[config.mk]
export PLATFORM = sky130hd
export DESIGN_NAME = mem_bus_arbiter
export DESIGN_NICKNAME = d
export VERILOG_FILES = /design/src/rtl/cpu_mem_pkg.sv /design/src/rtl/arb2_rr.sv /design/src/rtl/mem_bus_arbiter.sv
export SDC_FILE = /design/constraint.sdc
export NUM_CORES = 1
export LEC_CHECK = 0
export ABC_AREA = 1
export CAP_MARGIN = 0
export CORE_MARGIN = 1.5
export CORE_UTILIZATION = 39
export CTS_CLUSTER_SIZE = 30
export DETAILED_ROUTE_END_ITERATION = 10
export PLACE_DENSITY = 0.88
export SYNTH_ARGS = -nofsm -noshare
export SYNTH_HDL_FRONTEND = slang
export SYNTH_SLANG_ARGS = --single-unit
[constraint.sdc]
create_clock -name clock -period 1.2 [get_ports clock]
set_clock_uncertainty 0.05 [all_clocks]
set_input_delay 0.12 -clock clock [delete_from_list [all_inputs] [get_ports clock]]
set_output_delay 0.12 -clock clock [all_outputs]
set_load 0.05 [all_outputs]
[src/rtl/cpu_mem_pkg.sv]
// Shared widths, FSM state encoding and port identifiers for the core-to-memory arbiter.
package cpu_mem_pkg;

  localparam int ADDR_W = 8;
  localparam int DATA_W = 16;

  typedef enum logic [1:0] {
    IDLE   = 2'd0,
    ACCESS = 2'd1,
    RESP   = 2'd2
  } state_t;

  // Port ids double as bit positions in the req/grant vectors.
  localparam logic PORT_FETCH = 1'b0;
  localparam logic PORT_DATA  = 1'b1;

endpackage

[src/rtl/arb2_rr.sv]
// 2-way round-robin arbiter: one-hot grant among req[1:0] while the slot is open.
// Latency: combinational grant; lastGrant updates on the edge that consumes a grant.
// Backpressure: no grant while slotEn is low; requesters simply hold their request.
module arb2_rr
  import cpu_mem_pkg::*;
#(
  parameter logic INIT_LAST = PORT_FETCH
) (
  input  logic       clock,
  input  logic       resetN,
  input  logic [1:0] req,
  input  logic       slotEn,
  output logic [1:0] grant
);

  logic lastGrant;

  always_comb begin
    grant = 2'b00;
    if (slotEn) begin
      if (req == 2'b11) begin
        grant = (lastGrant == PORT_DATA) ? 2'b01 : 2'b10;
      end else begin
        grant = req;
      end
    end
  end

  // Every grant is taken by its requester, so any grant is an accept.
  always_ff @(posedge clock or negedge resetN) begin
    if (!resetN) begin
      lastGrant <= INIT_LAST;
    end else if (|grant) begin
      lastGrant <= grant[PORT_DATA];
    end
  end

endmodule

[src/rtl/mem_bus_arbiter.sv]
// Arbitrates fetch and load/store ports onto one 256x16 memory, one access per command.
// Latency: accept at edge N -> memory access in cycle N+1 -> Valid pulse in cycle N+2.
// Backpressure: Ready only in IDLE/RESP for the winning requester; requests hold until Ready.
module mem_bus_arbiter
  import cpu_mem_pkg::*;
#(
  parameter int ADDR_W     = cpu_mem_pkg::ADDR_W,
  parameter int DATA_W     = cpu_mem_pkg::DATA_W,
  parameter bit DATA_FIRST = 1'b1
) (
  input  logic              clock,
  input  logic              resetN,
  input  logic              fetchReq,
  input  logic [ADDR_W-1:0] fetchAddr,
  output logic              fetchReady,
  output logic              fetchValid,
  output logic [DATA_W-1:0] fetchData,
  input  logic              dataReq,
  input  logic              dataWrite,
  input  logic [ADDR_W-1:0] dataAddr,
  input  logic [DATA_W-1:0] dataWdata,
  output logic              dataReady,
  output logic              dataValid,
  output logic [DATA_W-1:0] dataRdata,
  output logic              memEnable,
  output logic              memWriteEnable,
  output logic [ADDR_W-1:0] memAddress,
  output logic [DATA_W-1:0] memWriteData,
  input  logic [DATA_W-1:0] memReadData
);

  localparam logic INIT_LAST = DATA_FIRST ? PORT_FETCH : PORT_DATA;

  state_t            state;
  logic              cmdPort;
  logic              cmdWrite;
  logic [ADDR_W-1:0] cmdAddr;
  logic [DATA_W-1:0] cmdWdata;

  logic       slotEn;
  logic       inAccess;
  logic       accept;
  logic [1:0] grant;

  assign inAccess = (state == ACCESS);
  // Reset gating keeps Ready low while resetN is held, even though state is already IDLE.
  assign slotEn   = resetN && !inAccess;

  arb2_rr #(
    .INIT_LAST(INIT_LAST)
  ) u_arb (
    .clock (clock),
    .resetN(resetN),
    .req   ({dataReq, fetchReq}),
    .slotEn(slotEn),
    .grant (grant)
  );

  assign fetchReady = grant[PORT_FETCH];
  assign dataReady  = grant[PORT_DATA];
  assign accept     = |grant;

  always_ff @(posedge clock or negedge resetN) begin
    if (!resetN) begin
      state      <= IDLE;
      cmdPort    <= PORT_FETCH;
      cmdWrite   <= 1'b0;
      cmdAddr    <= '0;
      cmdWdata   <= '0;
      fetchValid <= 1'b0;
      dataValid  <= 1'b0;
      fetchData  <= '0;
      dataRdata  <= '0;
    end else begin
      fetchValid <= 1'b0;
      dataValid  <= 1'b0;
      case (state)
        IDLE, RESP: begin
          if (accept) begin
            state    <= ACCESS;
            cmdPort  <= dataReady ? PORT_DATA : PORT_FETCH;
            cmdWrite <= dataReady && dataWrite;
            cmdAddr  <= dataReady ? dataAddr : fetchAddr;
            cmdWdata <= dataReady ? dataWdata : '0;
          end else begin
            state <= IDLE;
          end
        end
        ACCESS: begin
          state <= RESP;
          if (cmdPort == PORT_DATA) begin
            dataValid <= 1'b1;
            dataRdata <= cmdWrite ? '0 : memReadData;
          end else begin
            fetchValid <= 1'b1;
            fetchData  <= memReadData;
          end
        end
        default: state <= IDLE;
      endcase
    end
  end

  // Memory bus is idle-zero outside ACCESS; fetch commands can never write.
  assign memEnable      = inAccess;
  assign memWriteEnable = inAccess && cmdWrite && (cmdPort == PORT_DATA);
  assign memAddress     = inAccess ? cmdAddr : '0;
  assign memWriteData   = inAccess ? cmdWdata : '0;

endmodule

# --- Yosys cells after proc, flatten, opt, wreduce, memory -nomap -nowiden ---
# Index checks and enable logic that the tools add are counted.
op_classes:
  n_bitwise: 1
  reduce_logical: 11
  eq_ne: 3
  n_mux: 15
ops:
  columns: ["cell", "n"]
  rows:
  - ["two-way mux 16 bit", 3]
  - ["two-way mux 8 bit", 2]
  - ["two-way mux 1 bit", 6]
  - ["two-way mux 2 bit", 3]
  - ["AND reduction 2 bit", 3]
  - ["== test 2 bit (second input constant)", 2]
  - ["logical AND 1 bit", 4]
  - ["case mux 2 bit (2 select lines)", 1]
  - ["OR reduction 2 bit", 2]
  - ["== test 2 x 1 -> 1 bit (second input constant)", 1]
  - ["logical NOT 2 bit", 1]
  - ["logical NOT 1 bit", 1]
  - ["NOT 1 bit", 1]
word_totals:
  register_bits: 63
  elab_cells: 40
  in_bits: 53
  out_inout_bits: 62

# --- Longest topological paths before layout ---
# Gate-level depths: netlist of run 1.
logic_depth:
  ltp_word: 7
  depth_mapped: 8
  mapped_depth_nobuf: 7

# --- By module ---
# A second synthesis of run 1 with hierarchy kept.
hier_totals:
  cells_unflattened: 386
  area_unflattened_um2: 2962.8
modules_own_cells:
  columns: ["module", "area_each_um2", "instances", "seq_area_each_um2", "cells_each"]
  rows:
  - ["mem_bus_arbiter", 2899.0, 1, 1551.5, 375]
  - ["arb2_rr", 63.8, 1, 25.0, 11]

# --- Worst setup path after synthesis of run 1 ---
# No wires, ideal clock.
synth_path:
  path_type: "register to output"
  start: "register state[1]"
  end: "output port memWriteEnable"
  stages_incl_launch_ff: 5
  required_ps: 1030
  path_slack_ps: -831
  n_path_buf: 1
  arrival_time_ps: 1861
  cell_sequence: "dfrtp_1 inv_1 nand2_2 clkbuf_1 nor3_1"
synth_between:
  elab_chain_len: 3
synth_lines:
  columns: ["item", "line_no", "rtl"]
  rows:
  - ["start, declared", "mem_bus_arbiter.sv:34", "state_t state;"]
  - ["start signal, assigned", "mem_bus_arbiter.sv:65", "state <= IDLE;"]
  - ["start signal, assigned", "mem_bus_arbiter.sv:80", "state <= ACCESS;"]
  - ["start signal, assigned", "mem_bus_arbiter.sv:86", "state <= IDLE;"]
  - ["== test 2 x 1 -> 1 bit", "mem_bus_arbiter.sv:45", "assign inAccess = (state == ACCESS);"]
  - ["logical AND 1 bit (2 in series)", "mem_bus_arbiter.sv:106", "assign memWriteEnable = inAccess && cmdWrite && (cmdPort == PORT_DATA);"]
  - ["end, declared", "mem_bus_arbiter.sv:26", "output logic memWriteEnable,"]
# No other way between the ends.

# --- Worst setup path after layout of run 1 ---
layout_path:
  start: "register state[0]"
  end: "output port fetchReady"
layout_between:
  elab_chain_len: 4
layout_lines:
  columns: ["item", "line_no", "rtl"]
  rows:
  - ["== test 2 x 1 -> 1 bit", "mem_bus_arbiter.sv:45", null]
  - ["logical NOT 1 bit", "mem_bus_arbiter.sv:47", "assign slotEn = resetN && !inAccess;"]
  - ["logical AND 1 bit", "mem_bus_arbiter.sv:47", null]
  - ["two-way mux 2 bit", "arb2_rr.sv:20", "if (slotEn) begin"]
  - ["end, declared", "mem_bus_arbiter.sv:15", "output logic fetchReady,"]
# No other way between the ends.

==> key figures, run 1 <==
Power and ir drop
  • Worst VDD drop: 1080 µV
  • Leak Pwr: 2.70 nW
  • Tot Pwr: 14.9 mW
  • Power Dens Cells: 2540 nW/µm²

STA
  • Final number of hold-violating endpoints: 0
  • Max Freq: 0.627 GHz
  • Setup ws final: -0.395 ns
  • Fin crit period: 1.60 ns
  • Setup tns final: -22.97 ns
  • Final period util: 133%
  • Final slew viol count: 0
  • RSZ-0062 raised after global routing: yes
  • Slew headroom: 62.9%
  • Final setup viols: 89
  • Worst Tran Pin Value: 0.557 ns

Logic synthesis
  • Yosys top cell by area: dfrtp_1
  • Seq/Total Area, Yosys: 55.2%
  • #FFs+latches synth: 63
  • Count of cell types in the netlist: 22
  • Synth area leaders: dfrtp_1 55%, nand2_1 17%, nand3_1 8.8%
  • Cells after Synth: 350
  • Mean Syn Cell Area: 8.16 µm²
  • Post-Syn Area: 2860 µm²
  • Mapped Nets: 403
  • Yosys warns: 0
  • Post-synth top area share: 55.2%

Placement
  • GP Congestion: 0.812
  • Post-detail-place hpwl: 6.86 mm
  • PortBufs: 114

Detailed routing
  • DRC Markers: 0
  • Final WL: 10.4 mm
  • Post-route ant nets: 0
  • Met2 wire length: 5.69 mm
  • Drt initial violations: 171
  • DR WL met3: 743 µm
  • Uppermost routed layer: met4
  • DR WL/cell: 17.4 µm
  • Met1 WL: 3.68 mm
  • DR vias: 3045
  • Vias per cell: 5.07
  • Pre-antenna DRT Iters: 4

Global routing
  • Total gr overflow: 0
  • First-pass GRT wire length: 14.8 mm
  • Total Routing Usage GR: 25.6%
  • Largest net degree at the start of global routing: 64
  • Vias in the first global route: 3088
  • Initial antenna violation count: 0

Outcome
  • Failing checks: negative setup slack
  • Status: complete, but fails checks

Critical path
  • CP max-delay cell: dfrtp_2
  • Critical path data required time: 1.03 ns
  • Crit-path cells: a21oi_4, buf_6, and2_4, buf_12
  • Setup crit start kind: flip-flop
  • Worst Setup SP: state[0]
  • Critical path class: flip-flop to output port
  • Worst R2R Path Depth: 9
  • Worst path top cell family by delay: flip-flops
  • Reg2reg start: state[1]
  • Crit path capture type: output port
  • Buf/Inv on CP: 2
  • Worst reg2reg setup slack: -0.32 ns
  • CP Data Arrival Time: 1.43 ns
  • Cell depth of the worst setup path: 4
  • CP max stage delay: 0.47 ns
  • Largest fanout on the critical path: 3

Floorplanning
  • Cell Rows: 31
  • Initial core utilization: 39.8%
  • I/O pins: 115
  • Core area: 7180 µm²
  • Chip Width: 88.6 µm
  • DIE HEIGHT: 88.6 µm
  • Die area: 7850 µm²

Clock tree
  • Inserted Clock Buffers: 9
  • Clk buf depth: 2
  • Clock-pin transition on the worst setup and hold timing paths: 0.07 ns
  • Sink Count: 63
  • Clk_lat worst skew: 0.34 ns
  • Root buffer cell: clkbuf_8
  • CTS tree: built
  • H-tree depth: 3

Finish
  • Antenna Cells: 0
  • Multi-input gate area: 1520 µm²
  • Core Util, Final: 81.5%
  • Most common cell after layout, fill and taps aside: nand2_1
  • Number of nets in the layout: 550
  • Most frequent cells in the layout: 105 x nand2_1, 68 x buf_12, 62 x dfrtp_1, 51 x clkdlybuf4s50_1, 29 x inv_1
  • Fill count: 379
  • Reg area: 1580 µm²
  • Share of cells above drive strength 1: 44.0%
  • Area growth, synth to finish: 105%

Min path
  • Worst hold path cell count: 3
  • Min-Delay Path Class: input pin to flip-flop
  • Min-delay src: dataWdata[12]

Flow run
  • Max_cap viols: 0
[per-layer routing]
metal  up-vias  track usage [%]
met4         0             9.38
met1      1473             27.6
met2       154             47.7
met3        32             7.18
li1       1386                -
met5         -                0
[synthesized netlist by cell type, drive strengths merged]
library cell  count
inv              35
nand3            52
nor2             26
nor3              1
buf               9
a21oi             2
dfrtp            63
clkinv            1
clkbuf            6
o21ai            17
nand2           137
and2              1
[cells by family (layout without fill, tap and decap cells)]
kind of cell | Yosys count | after routing | synth area share [%]
AO/OA/AOI/OAI | 19 | 19 | 4.12
AND/OR/NAND/NOR | 217 | 217 | 32.4
flip-flops | 63 | 63 | 55.2
buffers and inverters | 51 | 203 | 8.28
[report_power, final]
part	switching [mW]	internal (mW)	leakage [nW]
Clock	0.849	1.23	0.110
Sequential	1.03	3.04	0.792
Combinational	4.79	3.94	1.80
[flip-flops by register name, summed over array words and instances, names as in the netlist]
register	cells
dataValid	1
u_arb.lastGrant	1
cmdWdata	16
cmdPort	1
cmdAddr	8
fetchValid	1
fetchData	16
cmdWrite	1
dataRdata	16
state	2
[worst paths after layout]
kind,to
worst max-delay path,fetchReady
min in group asynchronous,dataRdata[7]
max in group asynchronous,state[0]
worst min-delay path,cmdWdata[12]
worst max register to register,fetchData[6]
worst min register to register,cmdWdata[15]
[per-stage QoR]
stage	std cells	hold WS (ns)	area, µm²	setup slack (ns)
2_1_floorplan	350	-0.226	3200	-0.182
3_3_place_gp	568	0.291	5120	-0.304
3_5_place_dp	568	0.304	5120	-0.363
4_1_cts	596	0.256	5660	-0.423
5_1_grt	601	0.262	5850	-0.441
6_report	601	0.260	5850	-0.395
[cell type report]
class	count	area share, %
Clock buffer	11	2.42
Clock inverter	5	1.39
Inverter	36	2.82
Multi-Input combinational cell	236	26.0
Sequential cell	63	27.0
Tap cell	99	2.12
Timing Repair Buffer	149	37.8
Timing Repair inverter	2	0.471
[worst reg2reg max path, delay by kind of cell (launching register included)]
family,cells,cell delay [ns]
buffers and inverters,5,0.70
and+or+nand+nor,4,0.33
DFF,1,0.37
[repair_timing]
item,4_1_cts,5_1_grt
hold buffers,1,0
setup buffers,9,6
pin swaps,19,13
hold endpoints to repair,63,0
resized for setup,75,37
endpoints found under the setup margin,88,131
gates cloned,2,2
No activity file was read; power rests on OpenSTA's default activity.
==> inputs of run 2 (changes only) <==
--- a/config.mk
+++ b/config.mk
@@ -8,4 +8,5 @@
 export ABC_AREA = 1
 export CAP_MARGIN = 0
+export CORE_ASPECT_RATIO = 0.5
 export CORE_MARGIN = 1.5
 export CORE_UTILIZATION = 39
--- a/constraint.sdc
+++ b/constraint.sdc
@@ -3,3 +3,3 @@
 set_input_delay 0.12 -clock clock [delete_from_list [all_inputs] [get_ports clock]]
 set_output_delay 0.12 -clock clock [all_outputs]
-set_load 0.05 [all_outputs]
+set_load 0.01 [all_outputs]
==> key figures, run 2 (same netlist as run 1, synthesis figures left out) <==
Global routing
  • Vias in the first global route: 2728 (-12%)
  • Total Routing Usage GR: 21.8% (-3.8 points)
  • First-pass GRT wire length: 13.0 mm (-12%)
  • Total gr overflow: 0 (unchanged)
  • Initial antenna violation count: 0 (unchanged)
  • Largest net degree at the start of global routing: 64 (unchanged)

Outcome
  • Status: complete, but fails checks
  • Failing checks: negative hold slack, negative setup slack

Clock tree
  • CTS tree: built
  • Clock-pin transition on the worst setup and hold timing paths: 0.05 ns (-0.02 ns)
  • Cts hold-fix bufs: 0 (-1)
  • H-tree depth: 3 (unchanged)
  • Sink Count: 63 (unchanged)
  • Inserted Clock Buffers: 9 (unchanged)
  • Clk buf depth: 2 (unchanged)
  • Root buffer cell: clkbuf_16
  • Clk_lat worst skew: 0.33 ns (about the same)

Critical path
  • Largest fanout on the critical path: 8 (+5)
  • Worst path top cell family by delay: buffers and inverters
  • Crit path capture type: flip-flop
  • CP max-delay cell: dfrtp_2
  • CP Data Arrival Time: 1.70 ns (+0.27 ns)
  • Critical path class: flip-flop to flip-flop
  • Critical path data required time: 1.42 ns (+0.39 ns)
  • Setup crit start kind: flip-flop
  • Reg2Reg Capture Point: cmdWdata[5]
  • Crit-path cells: a21oi_4, buf_6, buf_6, nand3_4, buf_12, inv_12, nand2_2, nand2_1
  • Buf/Inv on CP: 4 (+2)
  • Reg2reg start: state[0]
  • Worst Setup SP: state[0]
  • CP max stage delay: 0.44 ns (-0.03 ns)
  • Worst reg2reg setup slack: -0.28 ns (+0.04 ns)
  • Worst R2R Path Depth: 8 (-1)
  • Most used cell, CP: buf_6

Finish
  • Top Registers: cmdWdata (16), dataRdata (16), fetchData (16)
  • Most frequent cells in the layout: 121 x nand2_1, 62 x dfrtp_1, 51 x clkdlybuf4s50_1, 29 x inv_1, 27 x nand3_2
  • Number of nets in the layout: 551 (+0.18%)
  • Antenna Cells: 0 (unchanged)
  • Fin cells: 595 (-1.0%)
  • Fin area: 4880 µm² (-17%)
  • Share of cells above drive strength 1: 30.4% (-14 points)
  • Most common cell after layout, fill and taps aside: nand2_1
  • Area growth, synth to finish: 70.8%
  • Fill count: 537 (+42%)

Placement
  • Post-detail-place hpwl: 5.26 mm (-23%)
  • Inst Count DP: 564 (-0.70%)
  • Pre-CTS setup slack: -0.486 ns (-0.123 ns)
  • PortBufs: 114 (unchanged)
  • GP Congestion: 0.791 (-2.6%)
  • Post-place instance area: 4250 µm² (-17%)

STA
  • Hold_ws: -0.0164 ns (-0.277 ns)
  • Max Freq: 0.674 GHz (+7.5%)
  • Slew headroom: 46.5% (-16 points)
  • Final setup viols: 89 (unchanged)
  • Final slew viol count: 0 (unchanged)
  • Fin crit period: 1.48 ns (-0.111 ns)
  • Setup ws final: -0.284 ns (+0.111 ns)
  • Worst Tran Pin Value: 0.803 ns (+0.246 ns)
  • Final number of hold-violating endpoints: 9 (+9)
  • RSZ-0062 raised after global routing: yes
  • Final period util: 124% (-9.3 points)

Floorplanning
  • I/O pins: 115 (unchanged)
  • Chip Width: 124 µm (+40%)
  • Core area: 6880 µm² (-4.1%)
  • DIE HEIGHT: 63.5 µm (-28%)
  • Initial core utilization: 41.5% (+1.7 points)
  • Die area: 7880 µm² (+0.40%)
  • Cell Rows: 21 (-32%)

Power and ir drop
  • Leak Pwr: 2.53 nW (-6.2%)
  • Worst VDD drop: 1010 µV (-6.7%)
  • Tot Pwr: 10.5 mW (-30%)
  • Power Dens Cells: 2140 nW/µm² (-16%)

Detailed routing
  • DRC Markers: 0 (unchanged)
  • Final WL: 8.34 mm (-20%)
  • DR vias: 2792 (-8.3%)
  • DR WL/cell: 14.0 µm (-19%)
  • Pre-antenna DRT Iters: 4 (unchanged)
  • Post-route ant nets: 0 (unchanged)
  • Drt initial violations: 182 (+6.4%)
  • Vias per cell: 4.69 (-7.4%)

Flow run
  • Max_cap viols: 0 (unchanged)

Min path
  • Min-Delay Path Class: input pin to async pin
==> run 2: cell types whose count changed in the layout (fill, tap and decap cells not counted), moves of 16 or more <==
cell,change
buf_12,-62
buf_2,+25
dlygate4sd2_1,+25
nor2_4,-24
nand2_1,+16
==> run 2: worst max path at each step <==
stage	end	slack [ns]	cells past startpoint
5_1_grt	cmdWrite	-0.36	7
2_1_floorplan	cmdAddr[5]	-0.11	5
3_5_place_dp	fetchReady	-0.49	5
4_1_cts	cmdWdata[15]	-0.31	7
6_report	cmdWdata[5]	-0.28	8
3_3_place_gp	fetchReady	-0.47	5
==> run 2: report_power, final <==
| part | total (mW) | switching [mW] | internal (mW) |
|---|---|---|---|
| combinational | 4.07 | 2.17 | 1.90 |
| clock | 2.83 | 0.902 | 1.93 |
| sequential | 3.56 | 0.516 | 3.05 |
| total | 10.5 | 3.58 | 6.88 |
==> run 2: what timing repair did <==
| item | in CTS | in global routing |
|---|---|---|
| buffers inserted | 6 | 4 |
| pin swaps | 13 | 11 |
| cloned | 2 | 3 |
| resized for setup | 190 | 50 |
| endpoints found under the hold margin | 0 | 0 |
| endpoints found under the setup margin | 123 | 99 |
==> run 2: layer usage <==
layer | track usage, % | share of wire [%] | up-vias
li1 | - | - | 1384
met1 | 26.8 | 44 | 1321
met2 | 36.9 | 50 | 76
met3 | 6.43 | 4.4 | 11
met5 | 0 | 0 | -
met4 | 7.24 | 1.5 | 0
==> run 2: metrics by stage <==
step                setup TNS [ns]  util [%]  hold WS, ns
detailed placement          -29.06      61.8        0.370
global placement            -27.30      61.8        0.374
finish                      -19.98      70.9      -0.0164
floorplan                    -2.41         -       -0.226
global route                -26.54      70.9       0.0296
CTS                         -21.01      67.4       0.0133
==> run 2: layout make-up <==
type	count	area [µm²]	area share [%]
clock buffer	13	260	5.33
multi-input combinational	236	1280	26.2
timing repair inverter	2	25.0	0.513
clock inverter	3	65.1	1.33
sequential	63	1580	32.3
tap	92	115	2.36
inverter	36	153	3.13
timing repair buffer	150	1400	28.8
